File: config.mk
export PLATFORM = sky130hd
export DESIGN_NAME = mitchell_antilog_pipe
export DESIGN_NICKNAME = d
export VERILOG_FILES = /design/src/rtl/mitchell_pkg.sv /design/src/rtl/mitchell_antilog.sv /design/src/rtl/mitchell_antilog_pipe.sv
export SDC_FILE = /design/constraint.sdc
export NUM_CORES = 1
export LEC_CHECK = 0
export CORE_MARGIN = 2
export CORE_UTILIZATION = 55
export CTS_BUF_LIST = sky130_fd_sc_hd__clkbuf_2
export CTS_CLUSTER_SIZE = 12
export DETAILED_ROUTE_END_ITERATION = 16
export PLACE_DENSITY = 0.86
export SETUP_SLACK_MARGIN = 0.2
export SLEW_MARGIN = 20
export SYNTH_ARGS = -nofsm -noshare
export SYNTH_HDL_FRONTEND = slang
export SYNTH_SLANG_ARGS = --single-unit
File: constraint.sdc
create_clock -name clk -period 2.5 [get_ports clk]
set_clock_uncertainty 0.05 [all_clocks]
set_input_delay 0.5 -clock clk [delete_from_list [all_inputs] [get_ports clk]]
set_output_delay 0.5 -clock clk [all_outputs]
set_load 0.005 [all_outputs]
File: src/rtl/mitchell_pkg.sv
// mitchell_pkg: shared widths and the stage-1 record for the Mitchell log/antilog blocks
package mitchell_pkg;
  localparam int LOG_W  = 10;
  localparam int PROD_W = 16;
  localparam int CHAR_W = 3;
  localparam int MANT_W = 7;
  localparam int K_W    = CHAR_W + 1;
  typedef struct packed {
    logic [K_W-1:0]    k;
    logic [MANT_W-1:0] f;
    logic              z;
  } s1_t;
endpackage

File: src/rtl/mitchell_antilog.sv
// mitchell_antilog: combinational antilog, p = z ? 0 : ({1,f} << k) >> 7, fraction truncated
module mitchell_antilog
  import mitchell_pkg::*;
#(
  parameter int PROD_W = mitchell_pkg::PROD_W
) (
  input  logic [K_W-1:0]    k,
  input  logic [MANT_W-1:0] f,
  input  logic              z,
  output logic [PROD_W-1:0] p
);
  logic [PROD_W+MANT_W-1:0] sh;
  assign sh = {{(PROD_W-1){1'b0}}, 1'b1, f} << k;
  assign p  = z ? '0 : sh[PROD_W+MANT_W-1:MANT_W];
endmodule

File: src/rtl/mitchell_antilog_pipe.sv
// mitchell_antilog_pipe: two-stage valid/ready pipeline multiplying two Mitchell log codes
module mitchell_antilog_pipe #(
  parameter int LOG_W  = mitchell_pkg::LOG_W,
  parameter int PROD_W = mitchell_pkg::PROD_W
) (
  input  logic              clk,
  input  logic              rst,
  input  logic              in_valid,
  output logic              in_ready,
  input  logic [LOG_W-1:0]  la,
  input  logic [LOG_W-1:0]  lb,
  input  logic              za,
  input  logic              zb,
  output logic              out_valid,
  input  logic              out_ready,
  output logic [PROD_W-1:0] p
);
  import mitchell_pkg::*;
  s1_t               s1, s1_nxt;
  logic              s1_valid, out_adv;
  logic [MANT_W:0]   fs;
  logic [PROD_W-1:0] res;
  assign out_adv  = !out_valid || out_ready;
  assign in_ready = !s1_valid || out_adv;
  assign fs       = {1'b0, la[MANT_W-1:0]} + {1'b0, lb[MANT_W-1:0]};
  // mantissa carry bumps the characteristic sum
  assign s1_nxt.k = K_W'(la[MANT_W +: CHAR_W]) + K_W'(lb[MANT_W +: CHAR_W]) + K_W'(fs[MANT_W]);
  assign s1_nxt.f = fs[MANT_W-1:0];
  assign s1_nxt.z = za | zb;
  mitchell_antilog #(.PROD_W(PROD_W)) u_antilog (
    .k(s1.k),
    .f(s1.f),
    .z(s1.z),
    .p(res)
  );
  always_ff @(posedge clk or posedge rst) begin
    if (rst) begin
      s1_valid  <= 1'b0;
      s1        <= '0;
      out_valid <= 1'b0;
      p         <= '0;
    end else begin
      if (in_ready) begin
        s1_valid <= in_valid;
        if (in_valid) s1 <= s1_nxt;
      end
      if (out_adv) begin
        out_valid <= s1_valid;
        if (s1_valid) p <= res;
      end
    end
  end
endmodule

==> Word level (Yosys, flattened, before mapping) <==
Index checks and enable logic that the tools add are counted.
{ "op_classes": {"bitwise_logic": 1, "reduce_logical": 6, "shift": 1, "add_sub_neg": 3, "muxes": 1} }
{ "ops": {"columns": ["cell", "count"], "rows": [
  ["8-bit by 4-bit << shifter with 23-bit output", 1],
  ["16-bit 2-to-1 mux", 1],
  ["7-bit by 7-bit adder with 8-bit output", 1],
  ["3-bit by 3-bit adder with 4-bit output", 1],
  ["4-bit by 1-bit adder with 4-bit output", 1],
  ["2-bit AND reduction", 2],
  ["1-bit zero test", 2],
  ["1-bit logical OR", 2],
  ["1-bit OR", 1]
]} }
{ "totals": {"out_inout_bits": 18, "input_bits": 26, "register_bits": 30, "elab_cells": 18} }

==> Depth between registers and ports, before layout <==
{ "depth": {"depth_word": 4, "depth_mapped": 9, "depth_no_buf": 9} }

==> Cells and area by module <==
A second synthesis with hierarchy kept.
{ "hier_totals": {"cells_unflattened": 196, "area_unflattened_um2": 2030.7} }
{ "modules_own_cells": {"columns": ["mod", "area_each_um2", "seq_area_each_um2", "instances", "cells_each"], "rows": [
  ["mitchell_antilog_pipe", 1544.0, 750.7, 1, 121],
  ["mitchell_antilog", 486.7, 0.0, 1, 75]
]} }

==> Worst setup path before layout <==
OpenSTA, ideal clock, no wires.
{ "synth_timing": {"path_type": "input to register", "start": "in la[1]", "end": "reg s1[9] (netlist bit)", "setup_slack_ps": -423, "t_arrival_ps": 2748, "setup_time_ps": 125, "required_ps": 2325, "stages": 8, "path_cell_list": "ha_1 > a211oi_1 > o21bai_1 > a2111oi_0 > nor3_1 > fa_1 > fa_1 > mux2_2"} }
{ "synth_lines": {"columns": ["item", "line_no", "rtl"], "rows": [
  ["start: declaration", "mitchell_antilog_pipe.sv:10", "input logic [LOG_W-1:0] la,"],
  ["end signal: assignment", "mitchell_antilog_pipe.sv:45", "if (in_valid) s1 <= s1_nxt;"],
  ["end: declaration", "mitchell_antilog_pipe.sv:19", "s1_t s1, s1_nxt;"]
]} }

==> reports/qor.yml <==
grt_max_degree: 31
clock_sinks: 30
timing.rr.start: "s1[9]"
synthArstFlopShare_pct: 100
synth_edf_count: 0
yosysWarnings: 0
max_cap_viol_count: 0
placed_area_sq_um: 2540
hpwl_mm: 3.37
max_freq_ghz: 0.402
rows: 21
drt_iter0_drc: 87
clkPwrFrac_pct: 13.1
synth_area_per_cell_sq_um: 9.69
finalHoldViolations: 0
nFillCells: 238
rrSetupSlack_ns: 0.61
route.antenna.remaining_nets: 0
clock_latency_ns: 0.36
ctsRootBufferMaster: "clkbuf_2"
setup_violations: 0
dieArea_sq_um: 4010
final_nets: 299
wl_mm: 4.82
p_leak_nw: 1.19
yosysUniqueCellTypes: 45
grt_pass1_vias: 1807
hp-class: "flop to flop"
fin_crit_ns: 2.49
syn_area_sq_um: 1940
clk_pin_slew_ns: 0.15
end_kind: "flop"
r2r_cells: 4
cp_top_family: "adder cells"
slowest_stage: "fa_2"
critPathBufInv: 1
fin_hold_ws_ns: 0.443
grt-ovfl-total: 0
wl_per_cell_um: 15.7
grt_pass1_wl_mm: 8.40
drt_first_pass_iters: 4
path_cells: "buf_8 -> ha_4 -> a211oi_4 -> o21bai_4 -> a2111oi_4 -> nor3_2 -> fa_2 -> fa_2 -> mux2_4"
ys_ff_latch: 30
reg2reg_to: "p[6]"
required_ns: 2.72
slew_viol_final: 0
n_antenna_cell: 0
place_congestion: 0.879
cts-buffers-inserted: 5
cpPeakStageDelay_ns: 0.42
cp_common_cell: "fa_2"
drc_errors: 0
port_buffers: 43
critPathKind: "input port to flop"
antenna_found_initial: 0
gr-usage-all-layers_pct: 26.6
num_vias: 1799
final_cell_mix: "clkdlybuf4s50_1 (33), nand2_1 (32), dfrtp_1 (30), buf_4 (20), o21ai_0 (17)"
ys.flop_type: "dfrtp_1"
worstHoldStart: "p[11]"
startpoint_type: "input port"
powerDensity_nw_per_um2: 625
p_int_w: 0.00106
syn_inst: 200
finalCritPeriodShare_pct: 99.5
ir_drop_mv: 0.293
cts_tree: "done"
die_w_um: 63.4
die-height_um: 63.4
tns_ns: 0
clock_path_buffers: 2
initial_core_util_pct: 57.6
p_sw_share_pct: 37.3
area_growth_pct: 39.5
rsz0062_at_grt: "true"
avgViaCountPerCell: 5.84
hold_depth: 2
switchingPower_w: 0.000631
ys_seq_area_share_pct: 38.7
pwr-share-seq_pct: 42.4
final_layout_size_suffix_gt1_share_pct: 23.7
syn_nets: 238
num_io_pins: 44
path_max_fanout: 3
cts-htree-levels: 2
path_depth: 9
tightestPinTransition_ns: 0.595
slew_headroom_pct: 60.4
ctsHoldBuffers: 0
arrival_ns: 2.70
p_comb_share_pct: 44.5
core_area_sq_um: 3360
final_util_pct: 80.4
hold_end: "p[11]"
design_area_sq_um: 2700
layout_commonest_cell: "clkdlybuf4s50_1"
status: "finished, final reports clean"
==> repair_timing <==
action	in CTS	in global routing
endpoints found under the setup margin	5	3
buffers inserted	2	0
pin swaps	9	8
resized for setup	42	7
==> per-layer routing <==
layer	vias up	part of all wire [%]	global-route usage, %
li1	850	-	-
met1	874	40	31.7
met2	62	54	47.9
met3	13	4.3	4.46
met4	0	2.2	9.51
met5	-	0	0
==> through the flow <==
stage | worst slack, ns | total power, W | std cells
6_report | 0.0135 | 0.00169 | 308
5_1_grt | -0.0754 | 0.00182 | 308
4_1_cts | -0.0544 | 0.00167 | 308
3_5_place_dp | -0.946 | 0.00142 | 298
3_3_place_gp | -0.848 | 0.00139 | 298
2_1_floorplan | -0.214 | 0.00116 | 200
==> worst min-delay path: stages (launching register included) <==
cell     delay (ns)
dfrtp_1        0.37
nand2_1        0.04
o21ai_0        0.06
==> kinds of logic after synthesis <==
logic type,count (synthesis),share of synthesized area (%)
buffers and inverters,18,4.58
and+or+nand+nor,67,18.2
muxes,20,10.9
AOI/OAI and AO/OA,50,17.3
adders and majority gates,12,8.91
xor gates and xnor gates,3,1.36
DFF,30,38.7
==> synth_stat cells, drive strengths merged, types with 5 or more instances <==
| cell type | number | area share [%] |
|---|---|---|
| a21oi | 5 | 1.3 |
| clkbuf | 5 | 0.97 |
| dfrtp | 30 | 39 |
| ha | 9 | 5.8 |
| inv | 9 | 1.7 |
| mux2 | 9 | 5.2 |
| mux2i | 11 | 5.7 |
| nand2 | 32 | 6.2 |
| nand4b | 5 | 2.3 |
| nor2 | 8 | 1.5 |
| o21ai | 21 | 5.4 |
==> worst max-delay path by stage <==
| stage | startpoint | to |
|---|---|---|
| 2_1_floorplan | la[1] | s1[9] |
| 3_3_place_gp | la[1] | s1[9] |
| 3_5_place_dp | la[1] | s1[9] |
| 4_1_cts | lb[1] | s1[9] |
| 5_1_grt | la[5] | s1[9] |
| 6_report | lb[1] | s1[9] |
==> power by group through the flow <==
stage                     sequential, W  clock (W)  combinational, W
after floorplan                0.000655          0          0.000501
after global placement         0.000712          0          0.000676
after detailed placement       0.000722          0          0.000697
after CTS                      0.000712   0.000224          0.000732
after global routing           0.000737   0.000252          0.000835
final                          0.000718   0.000221          0.000752
==> layout make-up <==
| cell class | instances | area [sq um] | share of cell area [%] |
|---|---|---|---|
| clock buffer | 6 | 30.0 | 1.11 |
| clock inverter | 2 | 8.76 | 0.324 |
| inverter | 9 | 33.8 | 1.25 |
| multi-input combinational | 152 | 1250 | 46.1 |
| sequential | 30 | 751 | 27.8 |
| tap | 46 | 57.6 | 2.13 |
| timing repair buffer | 63 | 576 | 21.3 |
==> registers in the layout, summed over array words and instances (netlist names) <==
register	flops
s1	12
s1_valid	1
out_valid	1
p	16
(Power assumes the default switching activity.)
==> variant (same settings) <==
Make the reset (`rst`) synchronous in one clocked block.
--- a/src/rtl/mitchell_antilog_pipe.sv
+++ b/src/rtl/mitchell_antilog_pipe.sv
@@ -33,7 +33,7 @@
     .z(s1.z),
     .p(res)
   );
-  always_ff @(posedge clk or posedge rst) begin
+  always_ff @(posedge clk) begin
     if (rst) begin
       s1_valid  <= 1'b0;
       s1        <= '0;
Behaviour: differs if rst is asserted again (counterexample within 4 cycles, from zero or initial values and one cycle with rst high); with rst held inactive, the same outputs for 10 cycles.
==> variant against the unedited design <==
- non-clock buffer count rose by 2
- final cell count rose by 5.5%
- critical path depth rose by 1
- sequential cell count did not move
- hold slack got worse by 30 ps
- design area fell by 6.2%
- area after synthesis fell by 3.5%
- routed wire length fell by 11%
- die area fell by 3.3%
- critical path type unchanged
- worst setup slack improved by 35 ps
Power is not compared: it rests on default switching activity, and its combinational part moved more than twofold at a synthesized area within 25%.
==> variant: results (changes against the unedited design) <==
finish:
  num-nets-final: 316  # +5.7%
  fillCellCount: 246  # +3.4%
  drive_gt1_share_pct: 19.4  # -4.3 points
  stdcell_count: 325  # +5.5%
place:
  place.detailed.hpwl_um: 3310  # -1.7%
  dpl_worst_slack_ps: -743  # +203 ps
  dp_cells: 313  # +5.0%
grt:
  globalRouteMet2Util_pct: 42.3  # -5.6 points
  grt_use_met1_pct: 27.8  # -4.0 points
  grt_pass1_wl_um: 7540  # -10%
  track_usage_pct: 23.8  # -2.8 points
  grt_start_max_net_pins: 24  # -23%
  grt_antenna_before_repair: 0  # unchanged
  groute.layer.met3.usage_pct: 5.07  # +0.61 points
  grt_pass1_vias: 1761  # -2.5%
status:
  outcome: "completed"
power:
  leakagePower_uw: 0.000952
  post-layout-total-power_uw: 1110
  comb_cell_power_uw: 336
  switching_power_uw: 356
critical_path:
  crit_path_max_fo: 4  # +1
  setup.worst_path.end: "s1[9]"
  worstReg2RegEnd: "p[5]"
  crit_start: "la[4]"
  arrival_time_worst_endpoint_ps: 2710  # about the same
  worstReg2RegStart: "s1[9]"
  reg2reg_slack_ps: 580  # -30 ps
clock_network:
  clk_path_buf_depth: 2  # unchanged
  cts.repair.resized: 43  # +2.4%
yosys:
  warnings_from_yosys: 0  # unchanged
  mux_share_of_post_synthesis_cell_area_pct: 7.16  # -3.8 points
  postSynth.asyncResetShare_pct: 0  # -100 points
  yosys.area_share.xor_xnor_pct: 0.936  # -0.42 points
  synth.net_count: 260  # +9.2%
  yosys.area_share.adder_pct: 9.23  # +0.32 points
  avg_inst_size_synth_um2: 8.43  # -13%
  portion_of_synthesized_cell_area_occupied_by_the_leading_cell_type_pct: 32.1  # -6.6 points
  synth_top_cells_by_count: "sky130_fd_sc_hd__dfxtp_1, sky130_fd_sc_hd__nand2_1, sky130_fd_sc_hd__a21oi_1"
  synth-seq-area-share_pct: 32.1  # -6.6 points
  synth_compound_area_share_pct: 19.6  # +2.3 points
  synth_largest_area_cell: "sky130_fd_sc_hd__dfxtp_1"
  synth.area.top_cells: "sky130_fd_sc_hd__dfxtp_1, sky130_fd_sc_hd__ha_1, sky130_fd_sc_hd__mux2i_1"
routing:
  detailroute.wirelength.met2_um: 2210  # -15%
  dr.pass1.iters: 4  # unchanged
  met1_length_um: 1820  # -4.6%
  drt_first_iter_violations: 61  # -30%
  dr_total_vias: 1855  # +3.1%
  detailroute.wirelength.met3_um: 166  # -21%
timing:
  max_freq_mhz: 408  # +1.4%
  hold_slack_ps: 413  # -30.0 ps
  worst-slew-pin-transition_ps: 770  # +176 ps
hold_path:
  worst_hold_startpoint: "p[12]"
  holdCritPathClass: "reg2reg"
  hold-path-endpoint: "p[12]"
  hold_path_depth: 2  # unchanged
variant: cell types whose count changed after synthesis, sizes merged, moves of 8 or more:
| cell | before | now |
|---|---|---|
| dfxtp | 0 | 30 |
| nand2 | 32 | 23 |
| a21oi | 5 | 19 |
| mux2 | 9 | 1 |
| dfrtp | 30 | 0 |
| o21ai | 21 | 12 |
variant: cell type report:
| class | instances | area share, % |
|---|---|---|
| clock buffers | 6 | 1.18 |
| clock inverters | 2 | 0.345 |
| inverters | 7 | 1.04 |
| multi-input cells | 169 | 48.9 |
| flip-flops and latches | 30 | 23.7 |
| well taps | 46 | 2.27 |
| repair buffers | 65 | 22.6 |
variant: worst max-delay path: cells and delay by family:
family,cells,cell delay (ps)
compound gates,3,670
fa+ha+maj,3,1140
buf+inv,1,100
simple gates,3,300
variant: through the flow:
stage | cell area, um2 | TNS (ps)
after floorplan | 1940 | -189
after global placement | 2490 | -2310
after detailed placement | 2490 | -2520
after CTS | 2510 | 0
after global routing | 2540 | -24.2
final | 2540 | 0
